`config.mk`:
```
export PLATFORM = sky130hd
export DESIGN_NAME = abc_div
export DESIGN_NICKNAME = d
export VERILOG_FILES = /design/src/rtl/abc_div_pkg.sv /design/src/rtl/abc_div_step.sv /design/src/rtl/abc_div.sv
export SDC_FILE = /design/constraint.sdc
export NUM_CORES = 1
export LEC_CHECK = 0
export ABC_AREA = 1
export CAP_MARGIN = 20
export CORE_MARGIN = 2
export CORE_UTILIZATION = 35
export DETAILED_ROUTE_END_ITERATION = 7
export DONT_BUFFER_PORTS = 1
export GPL_TIMING_DRIVEN = 0
export PLACE_DENSITY = 0.48
export SYNTH_ARGS = -nofsm -noshare
export SYNTH_HDL_FRONTEND = slang
export SYNTH_SLANG_ARGS = --single-unit
```
`constraint.sdc`:
```
create_clock -name clk -period 2.23 [get_ports clk]
set_clock_uncertainty 0.05 [all_clocks]
set_input_delay 0.223 -clock clk [delete_from_list [all_inputs] [get_ports clk]]
set_output_delay 0.223 -clock clk [all_outputs]
set_load 0.02 [all_outputs]
```
`src/rtl/abc_div_pkg.sv`:
```
// Shared parameters and types for the ABC datapath and its inverse divider.
package ABC_parameter;

  // Operand width of the ABC multiplier-adder. The divider's dividend is 2*WIDTH bits wide.
  localparam int WIDTH = 4;

  // Width of the step counter. It must be able to hold values up to WIDTH.
  localparam int CNT_W = $clog2(WIDTH + 1);

  // Divider control states
  typedef enum logic [1:0] {
    DIV_IDLE = 2'd0,
    DIV_CALC = 2'd1,
    DIV_DONE = 2'd2
  } div_state_t;

endpackage

```
`src/rtl/abc_div_step.sv`:
```
// One restoring-division iteration (combinational).
// Shift the next dividend bit into the partial remainder and try to subtract
// the divisor. Keep the difference when it does not go negative.
module abc_div_step
  import ABC_parameter::*;
(
  input  logic [WIDTH:0]   i_rem,
  input  logic             i_bit,
  input  logic [WIDTH-1:0] i_divisor,
  output logic [WIDTH:0]   o_rem,
  output logic             o_qbit
);

  logic [WIDTH:0] w_t;
  logic           w_ge;

  // Trial subtraction. If the remainder's top bit is set, the shifted value is
  // at least 2^(WIDTH+1) and is therefore >= divisor. The W+1-bit modular
  // difference is still exact, because the true difference is < divisor.
  always_comb begin
    w_t  = {i_rem[WIDTH-1:0], i_bit};
    w_ge = i_rem[WIDTH] | (w_t >= {1'b0, i_divisor});
    if (w_ge) begin
      o_rem  = w_t - {1'b0, i_divisor};
      o_qbit = 1'b1;
    end else begin
      o_rem  = w_t;
      o_qbit = 1'b0;
    end
  end

endmodule

```
`src/rtl/abc_div.sv`:
```
// Sequential restoring divider. This is the inverse of ABC's a*b+c:
// dividend = quot*divisor + rem, with rem < divisor.
// The divider produces one quotient bit per clock, MSB first.
// An overflow is flagged immediately when the quotient cannot fit WIDTH bits.
module abc_div
  import ABC_parameter::*;
(
  input  logic                 clk,
  input  logic                 reset,
  input  logic                 start,
  input  logic [2*WIDTH-1:0]   dividend,
  input  logic [WIDTH-1:0]     divisor,
  output logic                 busy,
  output logic                 done,
  output logic                 ovf,
  output logic [WIDTH-1:0]     quot,
  output logic [WIDTH-1:0]     rem
);

  div_state_t       r_state;
  logic [CNT_W-1:0] r_cnt;
  logic [WIDTH:0]   r_prem;     // partial remainder, one guard bit
  logic [WIDTH-1:0] r_shift;    // dividend low half out of the MSB, quotient bits in at the LSB
  logic [WIDTH-1:0] r_divisor;
  logic             r_busy;
  logic             r_done;
  logic             r_ovf;
  logic [WIDTH-1:0] r_quot;
  logic [WIDTH-1:0] r_rem;

  logic [WIDTH:0]   w_rem_next;
  logic             w_qbit;

  abc_div_step u_step (
    .i_rem     (r_prem),
    .i_bit     (r_shift[WIDTH-1]),
    .i_divisor (r_divisor),
    .o_rem     (w_rem_next),
    .o_qbit    (w_qbit)
  );

  // Control FSM, operand capture, iteration registers and registered outputs
  always_ff @(posedge clk or negedge reset) begin
    if (!reset) begin
      r_state   <= DIV_IDLE;
      r_cnt     <= {CNT_W{1'b0}};
      r_prem    <= {(WIDTH+1){1'b0}};
      r_shift   <= {WIDTH{1'b0}};
      r_divisor <= {WIDTH{1'b0}};
      r_busy    <= 1'b0;
      r_done    <= 1'b0;
      r_ovf     <= 1'b0;
      r_quot    <= {WIDTH{1'b0}};
      r_rem     <= {WIDTH{1'b0}};
    end else begin
      case (r_state)
        DIV_IDLE: begin
          r_done <= 1'b0;
          if (start) begin
            r_divisor <= divisor;
            r_prem    <= {1'b0, dividend[2*WIDTH-1:WIDTH]};
            r_shift   <= dividend[WIDTH-1:0];
            r_cnt     <= {CNT_W{1'b0}};
            r_busy    <= 1'b1;
            // A high half >= divisor means the quotient needs more than WIDTH bits.
            // This also covers divisor == 0.
            if (dividend[2*WIDTH-1:WIDTH] >= divisor) begin
              r_state <= DIV_DONE;
              r_done  <= 1'b1;
              r_ovf   <= 1'b1;
              r_quot  <= {WIDTH{1'b0}};
              r_rem   <= {WIDTH{1'b0}};
            end else begin
              r_state <= DIV_CALC;
              r_ovf   <= 1'b0;
            end
          end
        end
        DIV_CALC: begin
          r_prem  <= w_rem_next;
          r_shift <= {r_shift[WIDTH-2:0], w_qbit};
          r_cnt   <= r_cnt + {{(CNT_W-1){1'b0}}, 1'b1};
          if (r_cnt == CNT_W'(WIDTH - 1)) begin
            r_state <= DIV_DONE;
            r_done  <= 1'b1;
            r_quot  <= {r_shift[WIDTH-2:0], w_qbit};
            r_rem   <= w_rem_next[WIDTH-1:0];
          end
        end
        DIV_DONE: begin
          r_state <= DIV_IDLE;
          r_done  <= 1'b0;
          r_busy  <= 1'b0;
        end
        default: begin
          r_state <= DIV_IDLE;
          r_done  <= 1'b0;
          r_busy  <= 1'b0;
        end
      endcase
    end
  end

  assign busy = r_busy;
  assign done = r_done;
  assign ovf  = r_ovf;
  assign quot = r_quot;
  assign rem  = r_rem;

endmodule
```
# Yosys cells after proc, flatten, opt, wreduce, memory -nomap -nowiden
# Cells that the tools add are included.
# word_totals
in_bits,15
n_memories,0
latch_bits,0
wordCells,52
out_inout_bits,11
romBits,0
reg_bits,29
mem_bits_rw,0
# classes
n_lt_le_gt_ge,2
n_eq_ne,5
n_reduce_logical,7
n_mux,24
bitwise_logic,2
div,0
multipliers,0
shift,0
n_addsub,2
# op_table
operator,count
$pmux W4 S2,3
$mux W4,5
$mux W5,2
$pmux W5 S2,1
$reduce_and A2 Y1,4
$mux W2,3
$ne A2 B2 Y1 const B,3
$pmux W3 S2,1
$ge A5 B4 Y1,1
$mux W1,5
$sub A5 B4 Y5,1
$ge A4 B4 Y1,1
$pmux W1 S2,2
$pmux W2 S2,1
$reduce_and A4 Y1,1
$add A3 B1 Y3 const B,1
$eq A3 B2 Y1 const B,1
$mux W3,1
$eq A2 B1 Y1 const B,1
$logic_not A2 Y1,1
$reduce_bool A2 Y1,1
$not A1 Y1,1
$or A1 B1 Y1,1

# Longest topological paths before layout
# depth
ltp_word,5
ltp_mapped,10
depth_no_buf,10

# By module
# Synthesis repeated with hierarchy kept, for this count alone.
# hier_totals
cells_unflattened,195
hier_area_um2,1615.3
# by_module_without_submodules
mod,area_each_um2,seq_area_each_um2,instances,cells_each
abc_div,1321.3,725.7,1,146
abc_div_step,294.0,0.0,1,49

# Worst setup path before layout
# Ideal clock, no wire load.
# synth_timing
kind,register -> register
startpoint,register r_prem[1]
endpoint,register r_prem[0]
period_less_slack_ps,1567
arrival_time_ps,1440
path_slack_ps,663
n_path_buf,0
required_ps,2103
path_stages_with_launch,9
cell_sequence,dfrtp_1 -> ha_1 -> nand2_1 -> nor2_1 -> nor2_1 -> nand2_1 -> nand2_1 -> nand3_1 -> a21oi_1
# synth_between
elab_chain_len,4
# synth_rtl
item,line,rtl
from (decl),abc_div.sv:22,logic [WIDTH:0] r_prem;
from (signal assigned),abc_div.sv:47,r_prem <= {(WIDTH+1){1'b0}};
from (signal assigned),abc_div.sv:61,"r_prem <= {1'b0, dividend[2*WIDTH-1:WIDTH]};"
from (signal assigned),abc_div.sv:80,r_prem <= w_rem_next;
$ge A5 B4 Y1,abc_div_step.sv:22,"w_ge = i_rem[WIDTH] | (w_t >= {1'b0, i_divisor});"
$or A1 B1 Y1,abc_div_step.sv:22,
$mux W5,abc_div_step.sv:23,if (w_ge) begin
$pmux W5 S2,abc_div.sv:56,case (r_state)
# Every way passes these cells.
# A chain may end at the register's enable or synchronous reset.

# Worst setup path after layout
# layout_timing
startpoint,register r_prem[0]
endpoint,register r_prem[2]
# layout_between
elab_chain_len,4
word_cells_on_any_way,5
cone_classes,add/sub (1); order compare (1); mux (2); bitwise (1)
# layout_rtl
item,line
$ge A5 B4 Y1,abc_div_step.sv:22
$or A1 B1 Y1,abc_div_step.sv:22
$mux W5 *,abc_div_step.sv:23
$pmux W5 S2 *,abc_div.sv:56
# Every way passes the cells marked *; elsewhere a longest branch is shown, timed or not.

==> summary.txt <==
Logic synthesis
  – Cell variety after synth: 24
  – Synth Instances: 177
  – Share of the synthesized area in the top cell type: 47.3%
  – Register bit total from synthesis: 29
  – Sequential fraction of the synthesis area: 47.3%
  – Mapped Area: 0.00154 mm²
  – Synth Area per Inst: 8.67 µm²
  – Yosys top cell by area: dfrtp_1
  – Number of synthesis warnings: 0
  – Post-synth net total: 203
  – Synth area leaders: dfrtp_1 47%, nand2_1 9.3%, ha_1 8.1%

Global routing
  – First-pass GRT wire length: 5.85 mm
  – Most Crowded Layer GR: met2
  – Grt ovf: 0
  – GRT Overall Usage: 15.3%
  – Met2 GRT Util: 24.5%
  – Vias in the first global route: 1267
  – Largest net degree at the start of global routing: 30
  – Met3 Use GR: 5.19%
  – Initial antenna violation count: 0
  – GR Util met1: 19.2%

Cells and area
  – Final core utilization: 39.9%
  – Post-route cell area: 0.00171 mm²
  – Most frequent cells in the layout: 38 x nand2_1, 29 x dfrtp_1, 24 x inv_1, 14 x o21ai_0
  – Share of cells above drive strength 1: 10.7%
  – ANT cells: 0
  – Finished Layout Cells: 239
  – Commonest non-fill, non-tap cell in the layout: nand2_1
  – Area Growth Syn to Fin: 11.6%
  – Final net count: 212
  – Fillers: 476

Power and ir drop
  – PwrDens: 1650 mW/mm²
  – Peak VDD IR: 0.544 mV
  – Leakage power: 0.851 nW
  – Clock share of power: 15.0%
  – Sw frac: 47.2%
  – Internal power: 0.00149 W
  – Sequential Power Share: 36.8%
  – Switch Pwr: 0.00133 W
  – Comb pwr share: 48.3%

Detailed routing
  – First drt pass iteration count: 4
  – Vias: 1224
  – Iter 0 DRT Violations: 33
  – Vias per std cell: 5.12
  – Post-Route WL: 3.44 mm
  – Avg WL per Cell: 14.4 µm
  – DRC errors left: 0
  – Antenna Nets Post-Route: 0

Timing
  – Fin Setup TNS: 0 ns
  – Final hold violation count: 0
  – RSZ-0062 raised after global routing: false
  – Fmax: 539 MHz
  – Hold_ws: 0.0151 ns
  – Crit share post-route: 83.3%
  – Max Slew Vio Count: 0
  – Worst Tran Pin Value: 0.481 ns
  – Relative slew margins: 67.9%
  – # setup viols final: 0
  – Period minus WS final: 1.86 ns

Critical path
  – Worst path most repeated cell: nand2_1
  – Crit Path Category: reg2reg
  – CP max FO: 5
  – Setup crit end kind: flip-flop
  – CP Cell Sequence: ha_1 > nand2_1 > nor2_1 > nor2_1 > nand2_1 > nand2_1 > nand3_1 > a21oi_1
  – Critical Path AT: 2.02 ns
  – Startpoint Class: flip-flop
  – Sum of buffers and inverters on the critical path: 0
  – Max stage delay on crit path: 0.45 ns
  – Slowest CP cell: dfrtp_1
  – CP required: 2.39 ns
  – Crit path max-delay family: simple AND/OR/NAND/NOR gates

Outcome
  – Status: complete, no violations

Placement
  – GPL Wtd Cong: 0.919
  – IO buf count: 0
  – # placed instances: 229
  – Final HPWL DP: 2.60 mm
  – Placed cell area: 0.00160 mm²

Clocking
  – Bufs on Longest Clock Path: 2
  – Post-cts sizing count: 0
  – Clk sinks: 29
  – Setup Buffers After CTS: 0
  – CTS H-tree depth: 2
  – Total CTS buffers: 5
  – Root Driver: clkbuf_8
  – CTS clk-pin slew, worst paths: 0.07 ns
  – Hold buffer count at CTS: 2
  – CTS tree: yes
  – Clock insertion delay at the later pin of the skew report: 0.29 ns

Floorplan
  – Total die area: 0.00493 mm²
  – # rows: 24
  – CORE AREA: 0.00429 mm²
  – DIE HEIGHT: 70.2 µm
  – DIE WIDTH: 70.2 µm
  – Starting Density: 35.8%
  – Top Ports: 26

Worst hold path
  – HP Class: in2reg

Run
  – Max cap viols: 0
## kinds of logic (layout without fill, tap and decap cells)
logic type | after synthesis | in the layout | share of synthesized area (%)
AOI/OAI and AO/OA | 35 | 35 | 13.0
xor gates and xnor gates | 1 | 1 | 0.571
adders and majority gates | 11 | 11 | 9.45
buffers and inverters | 29 | 39 | 7.74
DFF | 29 | 29 | 47.3
and+or+nand+nor | 72 | 72 | 22.0
## per-layer routing
| layer | vias up | share of wire (%) |
|---|---|---|
| met2 | 23 | 49 |
| met5 | - | 0 |
| li1 | 595 | - |
| met4 | 0 | 1.7 |
| met1 | 600 | 46 |
| met3 | 6 | 3.9 |
## through the flow
stage | power, W | setup WS (ns)
2_1_floorplan | 0.00208 | 0.663
3_3_place_gp | 0.00235 | 0.443
3_5_place_dp | 0.00239 | 0.404
4_1_cts | 0.00284 | 0.394
5_1_grt | 0.00310 | 0.214
6_report | 0.00282 | 0.373
## area by class of cell
type,instances,area (µm²),area share [%]
flip-flops and latches,29,726,42.4
multi-input cells,119,691,40.3
inverters,25,93.8,5.48
clock buffers,6,72.6,4.24
well taps,52,65.1,3.80
repair buffers,2,30.0,1.75
plain buffers,4,25.0,1.46
clock inverters,2,10.0,0.584
## worst paths after layout
kind,startpoint,end,slack (ns),cells past startpoint
hold / removal,divisor[1],r_divisor[1],0.02,2
setup reg to reg,r_prem[0],r_prem[2],0.37,8
max in group asynchronous,reset,busy,1.63,2
min in group asynchronous,reset,r_prem[4],0.32,2
hold reg to reg,r_cnt[0],r_cnt[0],0.46,1
setup / recovery,r_prem[0],r_prem[2],0.37,8
## state kept, by name, summed over array words and instances, names as in the netlist
signal     cells
r_shift        4
r_state        2
r_cnt          3
rem            4
r_divisor      4
busy           1
done           1
ovf            1
r_prem         5
quot           4
## cell usage after synthesis
library cell / n
a22oi_1: 1
clkinv_1: 1
buf_2: 2
nor2_1: 12
o21ai_1: 4
nor3b_4: 1
o21ai_0: 14
a22o_1: 1
nand2_2: 1
nor2_4: 2
nand3_1: 12
o21ai_2: 4
o22ai_1: 2
nand2_4: 1
inv_1: 24
nand4_1: 5
dfrtp_1: 29
buf_6: 1
xnor2_1: 1
nand2_1: 38
ha_1: 10
a21oi_1: 9
clkbuf_1: 1
fa_1: 1
## power by group through the flow
stage / registers, W / logic (W) / clock network, W
4_1_cts: 0.00104 / 0.00137 / 0.000433
3_3_place_gp: 0.00104 / 0.00131 / 0
2_1_floorplan: 0.00100 / 0.00107 / 0
6_report: 0.00104 / 0.00136 / 0.000421
3_5_place_dp: 0.00105 / 0.00134 / 0
5_1_grt: 0.00107 / 0.00157 / 0.000461
Power figures use the tool's default switching activity.
